File: config.mk
export PLATFORM = sky130hd
export DESIGN_NAME = cpu_run_monitor
export DESIGN_NICKNAME = d
export VERILOG_FILES = /design/src/rtl/cpu_mon_pkg.sv /design/src/rtl/cpu_run_monitor_misr.sv /design/src/rtl/cpu_run_monitor.sv
export SDC_FILE = /design/constraint.sdc
export NUM_CORES = 1
export LEC_CHECK = 0
export ABC_AREA = 1
export BUFFER_PORTS_ARGS = -buffer_cell sky130_fd_sc_hd__buf_4
export CAP_MARGIN = 20
export CORE_MARGIN = 5
export CORE_UTILIZATION = 38
export CTS_CLUSTER_SIZE = 28
export DETAILED_ROUTE_END_ITERATION = 6
export PLACE_DENSITY = 0.63
export SKIP_CTS_REPAIR_TIMING = 1
export SYNTH_ARGS = -nofsm -noshare
export SYNTH_HDL_FRONTEND = slang
export SYNTH_HIERARCHICAL = 1
export SYNTH_SLANG_ARGS = --single-unit
File: constraint.sdc
create_clock -name Clk -period 2.4 [get_ports Clk]
set_input_delay 0.48 -clock Clk [delete_from_list [all_inputs] [get_ports Clk]]
set_output_delay 0.48 -clock Clk [all_outputs]
set_load 0.005 [all_outputs]
File: src/rtl/cpu_mon_pkg.sv
// Shared definitions for the CPU run monitor: FSM encodings and default MISR polynomial.
package cpu_mon_pkg;

  typedef enum logic [1:0] {
    ST_IDLE = 2'd0,
    ST_HOLD = 2'd1,
    ST_RUN  = 2'd2,
    ST_DONE = 2'd3
  } mon_state_e;

  localparam logic [31:0] DEFAULT_POLY = 32'h04C11DB7;

endpackage

File: src/rtl/cpu_run_monitor_misr.sv
// Multiple-input signature register folding all valid channels into one DW-bit signature.
module misr
  import cpu_mon_pkg::*;
#(
  parameter int             DW   = 32,
  parameter int             NCH  = 3,
  parameter logic [DW-1:0]  POLY = DW'(DEFAULT_POLY)
) (
  input  logic              Clk,
  input  logic              Clrn,
  input  logic              clear,
  input  logic              en,
  input  logic [NCH*DW-1:0] ch_data,
  input  logic [NCH-1:0]    ch_valid,
  output logic [DW-1:0]     signature
);

  logic [DW-1:0] fold;
  logic [DW-1:0] sig_next;

  // XOR of every enabled channel, then shift with polynomial feedback
  always_comb begin
    fold = {DW{1'b0}};
    for (int i = 0; i < NCH; i++) begin
      if (ch_valid[i]) begin
        fold = fold ^ ch_data[i*DW +: DW];
      end else begin
        fold = fold;
      end
    end
    sig_next = (signature << 1) ^ (signature[DW-1] ? POLY : {DW{1'b0}}) ^ fold;
  end

  // signature register; Clrn wins over a restart clear, which wins over update
  always_ff @(posedge Clk) begin
    if (Clrn) begin
      signature <= {DW{1'b0}};
    end else if (clear) begin
      signature <= {DW{1'b0}};
    end else if (en) begin
      signature <= sig_next;
    end else begin
      signature <= signature;
    end
  end

endmodule

File: src/rtl/cpu_run_monitor.sv
// Run monitor: holds the CPU in reset, lets it run, detects halt or timeout and signs its buses.
module cpu_run_monitor
  import cpu_mon_pkg::*;
#(
  parameter int            DW          = 32,
  parameter int            NCH         = 3,
  parameter int            RST_CYCLES  = 2,
  parameter int            MAX_CYCLES  = 20,
  parameter int            HALT_REPEAT = 2,
  parameter logic [DW-1:0] POLY        = DW'(DEFAULT_POLY)
) (
  input  logic              Clk,
  input  logic              Clrn,
  input  logic              start,
  input  logic [DW-1:0]     pc,
  input  logic [NCH*DW-1:0] ch_data,
  input  logic [NCH-1:0]    ch_valid,
  output logic              cpu_clrn,
  output logic [1:0]        state,
  output logic [15:0]       cycles,
  output logic [DW-1:0]     signature,
  output logic              done,
  output logic              halted,
  output logic              timeout
);

  localparam logic [15:0] RST_LAST = 16'((RST_CYCLES > 0) ? (RST_CYCLES - 1) : 0);
  localparam logic [15:0] MAX_C    = 16'(MAX_CYCLES);
  localparam logic [15:0] HALT_N   = 16'(HALT_REPEAT);

  mon_state_e    st;
  logic [15:0]   hold_cnt;
  logic [15:0]   halt_cnt;
  logic [DW-1:0] prev_pc;
  logic          run_seen;

  logic [15:0]   cyc_inc;
  logic [15:0]   halt_inc;
  logic          pc_match;
  logic          hit_halt;
  logic          hit_time;
  logic          restart;

  assign state = st;

  // next-cycle counters and the two run-ending conditions
  always_comb begin
    cyc_inc  = (cycles == 16'hFFFF) ? cycles : (cycles + 16'd1);
    pc_match = run_seen && (pc == prev_pc);
    halt_inc = pc_match ? (halt_cnt + 16'd1) : 16'd0;
    hit_halt = (halt_inc >= HALT_N);
    hit_time = (cyc_inc >= MAX_C);
    restart  = ((st == ST_IDLE) || (st == ST_DONE)) && start;
  end

  // run-control FSM with registered status outputs
  always_ff @(posedge Clk) begin
    if (Clrn) begin
      st       <= ST_IDLE;
      cpu_clrn <= 1'b0;
      cycles   <= 16'd0;
      done     <= 1'b0;
      halted   <= 1'b0;
      timeout  <= 1'b0;
      hold_cnt <= 16'd0;
      halt_cnt <= 16'd0;
      prev_pc  <= {DW{1'b0}};
      run_seen <= 1'b0;
    end else begin
      case (st)
        ST_IDLE, ST_DONE: begin
          if (restart) begin
            st       <= ST_HOLD;
            cycles   <= 16'd0;
            done     <= 1'b0;
            halted   <= 1'b0;
            timeout  <= 1'b0;
            hold_cnt <= 16'd0;
            halt_cnt <= 16'd0;
            run_seen <= 1'b0;
          end else begin
            st <= st;
          end
        end
        ST_HOLD: begin
          if (hold_cnt >= RST_LAST) begin
            st       <= ST_RUN;
            cpu_clrn <= 1'b1;
          end else begin
            hold_cnt <= hold_cnt + 16'd1;
          end
        end
        ST_RUN: begin
          cycles   <= cyc_inc;
          prev_pc  <= pc;
          run_seen <= 1'b1;
          halt_cnt <= halt_inc;
          // halt outranks a simultaneous timeout
          if (hit_halt) begin
            st       <= ST_DONE;
            cpu_clrn <= 1'b0;
            done     <= 1'b1;
            halted   <= 1'b1;
          end else if (hit_time) begin
            st       <= ST_DONE;
            cpu_clrn <= 1'b0;
            done     <= 1'b1;
            timeout  <= 1'b1;
          end else begin
            st <= ST_RUN;
          end
        end
        default: begin
          st       <= ST_IDLE;
          cpu_clrn <= 1'b0;
        end
      endcase
    end
  end

  misr #(
    .DW   (DW),
    .NCH  (NCH),
    .POLY (POLY)
  ) u_misr (
    .Clk       (Clk),
    .Clrn      (Clrn),
    .clear     (restart),
    .en        (st == ST_RUN),
    .ch_data   (ch_data),
    .ch_valid  (ch_valid),
    .signature (signature)
  );

endmodule

==> results by group <==
Outcome
  • Status: finished, final reports clean

STA
  • Final WS setup: ~0.25 ns
  • Period utilisation layout: ~90%
  • RSZ-0062 raised after global routing: false
  • Tightest Pin Transition: 0.530 ns
  • Worst Skew: 0.00986 ns
  • Final setup vio count: 0
  • Final Hold Viols: 0
  • Max frequency: 464 MHz
  • Total Neg Setup Slack: 0 ns
  • Period minus WS final: 2.15 ns
  • Worst rel slew slack: around 65%
  • Final slew viol count: 0

GRT
  • Pin count of the biggest net entering global routing: 71
  • Total track usage: 18.1%
  • Initial antenna violation count: 0
  • First-pass GRT wire length: between 30,000 and 40,000 um
  • GRT overflow: 0
  • Vias in the first global route: approximately 7,700

Logic synthesis
  • Area leader, netlist: dfxtp_1
  • Netlist cell types: 39
  • Net Count, Synth: 1,503
  • Synth top area cells: dfxtp_1 29%, nand2_1 22%, inv_1 9.0%, nand3_1 8.5%, a21oi_1 6.2%
  • Synth Flop Type: dfxtp_1
  • Ys async rst share: 0%
  • Number of synthesized register bits: 119
  • Mapped Cells: between 1,000 and 1,500
  • Syn Std Cell Area: 8150 sq um
  • EDFF count, synth: 0
  • Sequential element share of the synthesized area: 29.2%
  • Syn avg cell area: 5.98 sq um
  • Post-synth top area share: 29.2%
  • Warnings, synthesis: 6
  • Most common library cells after synthesis: 486 x nand2_1, 196 x inv_1, 138 x nand3_1
  • Most common cell in the netlist: nand2_1

Drt
  • Vias: 8,585
  • DR WL/cell: between 10 and 15 um
  • # DRC: 0
  • Drt total wl: between 20,000 and 25,000 um
  • Post-route antenna net violation count: 0
  • Drt initial violations: between 400 and 500
  • DR pass1 iterations: 5
  • Vias/cell: between 4 and 5

Finish
  • P&R area growth vs syn: 27.5%
  • Layout cell share with drive strength beyond 1: between 10% and 20%
  • Multi-input gate area: 4640 sq um
  • Final core utilization: 49.2%
  • Layout fillers: about 2,200
  • FF+latch area: 2380 sq um
  • Antenna cells: 0
  • Layout Nets: 1,671

Placed design
  • Pre-CTS setup slack: 0.185 ns
  • Hpwl dp: 16,700 um
  • GP Congestion: 0.853
  • Port Buffer Count: 187

Die
  • Starting Density: 38.6%
  • Die Span X: 156 um
  • Die area: 24,500 sq um
  • Core area: 21,100 sq um
  • Die Ht: 156 um
  • Site Rows: 53
  • IO Count: 188

Setup path
  • Most frequent CP cell: nand2_1
  • Arr. time, crit path: approximately 2.5 ns
  • Max stage delay on crit path: 0.37 ns
  • Crit-path cells: ha_1 -> nand2_1 -> nor3_1 -> nand3_1 -> xor2_1 -> inv_1 -> o21ai_1 -> nand2_1 -> nor2_2 -> nand3_1 -> nand2_1 -> nand2_1 -> a21oi_1
  • Crit. Startpoint: halt_cnt[0]$_SDFFE_PP0P_
  • Slowest-stage cell, CP: dfxtp_1
  • CP Launch Type: flip-flop
  • Worst EP required: 2.74 ns
  • Critical path peak fanout: 4
  • CP Class: flip-flop to flip-flop
  • Crit Reg-Reg Startpoint: halt_cnt[0]$_SDFFE_PP0P_
  • Crit end category: flip-flop

Clock tree
  • Worst skew pair latency: 0.42 ns
  • Clock tree buffer depth: 2
  • H-tree Lvls: 4
  • Clock transition at the registers of the reported paths: 0.06 ns
  • TritonCTS clock tree: built
  • Num CTS Buffers: 17
  • Clock Sinks: 119
  • CTS root buf: clkbuf_16

Worst hold path
  • Hold Startpoint: Clrn
  • Hold Path Class: input port to flip-flop

Power
  • Leak Pwr: 5.21 nW
  • Peak supply drop: between 0.5 and 0.6 mV
  • PD cells: 782 nW/um^2

Job
  • Max-cap viol count: 0
cells by family (layout without fill, tap and decap cells):
kind of cell	count (synthesis)	after routing	share of synthesized area [%]
simple gates	737	737	38.2
fa+ha+maj	7	7	1.07
compound gates	165	165	10.4
flops	119	119	29.2
buf+inv	267	447	13.9
xor+xnor	67	67	7.20
worst paths after layout:
path              cells past startpoint  slack (ns)                        end
setup / recovery                     13        0.25        halted$_SDFFE_PP0P_
hold reg to reg                       2        0.44  hold_cnt[11]$_SDFFE_PP0P_
setup reg to reg                     13        0.25        halted$_SDFFE_PP0P_
hold / removal                        2        0.29   hold_cnt[3]$_SDFFE_PP0P_
metrics by stage:
step           cell area, sq um  std cells  power (mW)  hold WS [ns]
3_3_place_gp               9750       1786        5.36         0.427
3_5_place_dp               9750       1786        5.40         0.431
5_1_grt                   10400       1817        8.71         0.290
2_1_floorplan              8150       1362        4.44         0.419
6_report                  10400       1817        8.13         0.292
4_1_cts                   10400       1817        8.20         0.283
registers in the layout, indices dropped and copies added (netlist names):
name              flops
run_seen              1
cpu_clrn              1
done                  1
cycles               16
halt_cnt             16
timeout               1
halted                1
hold_cnt             16
prev_pc              32
u_misr/signature     32
state                 2
metal layers:
layer  wire length [um]  share of wire [%]  track usage (%)  vias to the layer above
met5                  0                  0                0                        -
met4                334                1.5             4.83                        0
met3               1260                5.5             4.40                       22
met2              10900                 48             30.9                      204
met1              10500                 45             23.0                     3818
li1                   -                  -                -                     4541
layout make-up:
cell class / instances / area share [%]
clock buffers: 24 / 4.73
flip-flops and latches: 119 / 22.9
inverters: 210 / 7.61
clock inverters: 7 / 1.36
repair buffers: 206 / 15.4
well taps: 275 / 3.31
multi-input cells: 976 / 44.7
power by group:
part	internal, mW	switching [mW]
Sequential	2.30	0.231
Clock	1.84	0.916
Combinational	1.11	1.73
critical path: cells and delay by family (launching register included):
family | cells | cell delay [ns]
xor gates and xnor gates | 1 | 0.17
AOI/OAI and AO/OA | 2 | 0.22
and+or+nand+nor | 8 | 1.02
adders and majority gates | 1 | 0.21
buffers and inverters | 1 | 0.07
DFF | 1 | 0.37
layout by cell type, fill, tap and decap left out, types with 5 or more instances in the layout:
cell type	count
a21oi_1	100
buf_4	202
clkbuf_16	17
clkinv_1	10
dfxtp_1	119
ha_1	6
inv_1	196
nand2_1	486
nand2_2	5
nand3_1	138
nand4_1	5
nor2_1	63
nor2_2	7
nor3_1	11
o21ai_0	54
xnor2_1	27
xor2_1	40
No activity file was read; power rests on OpenSTA's default activity.
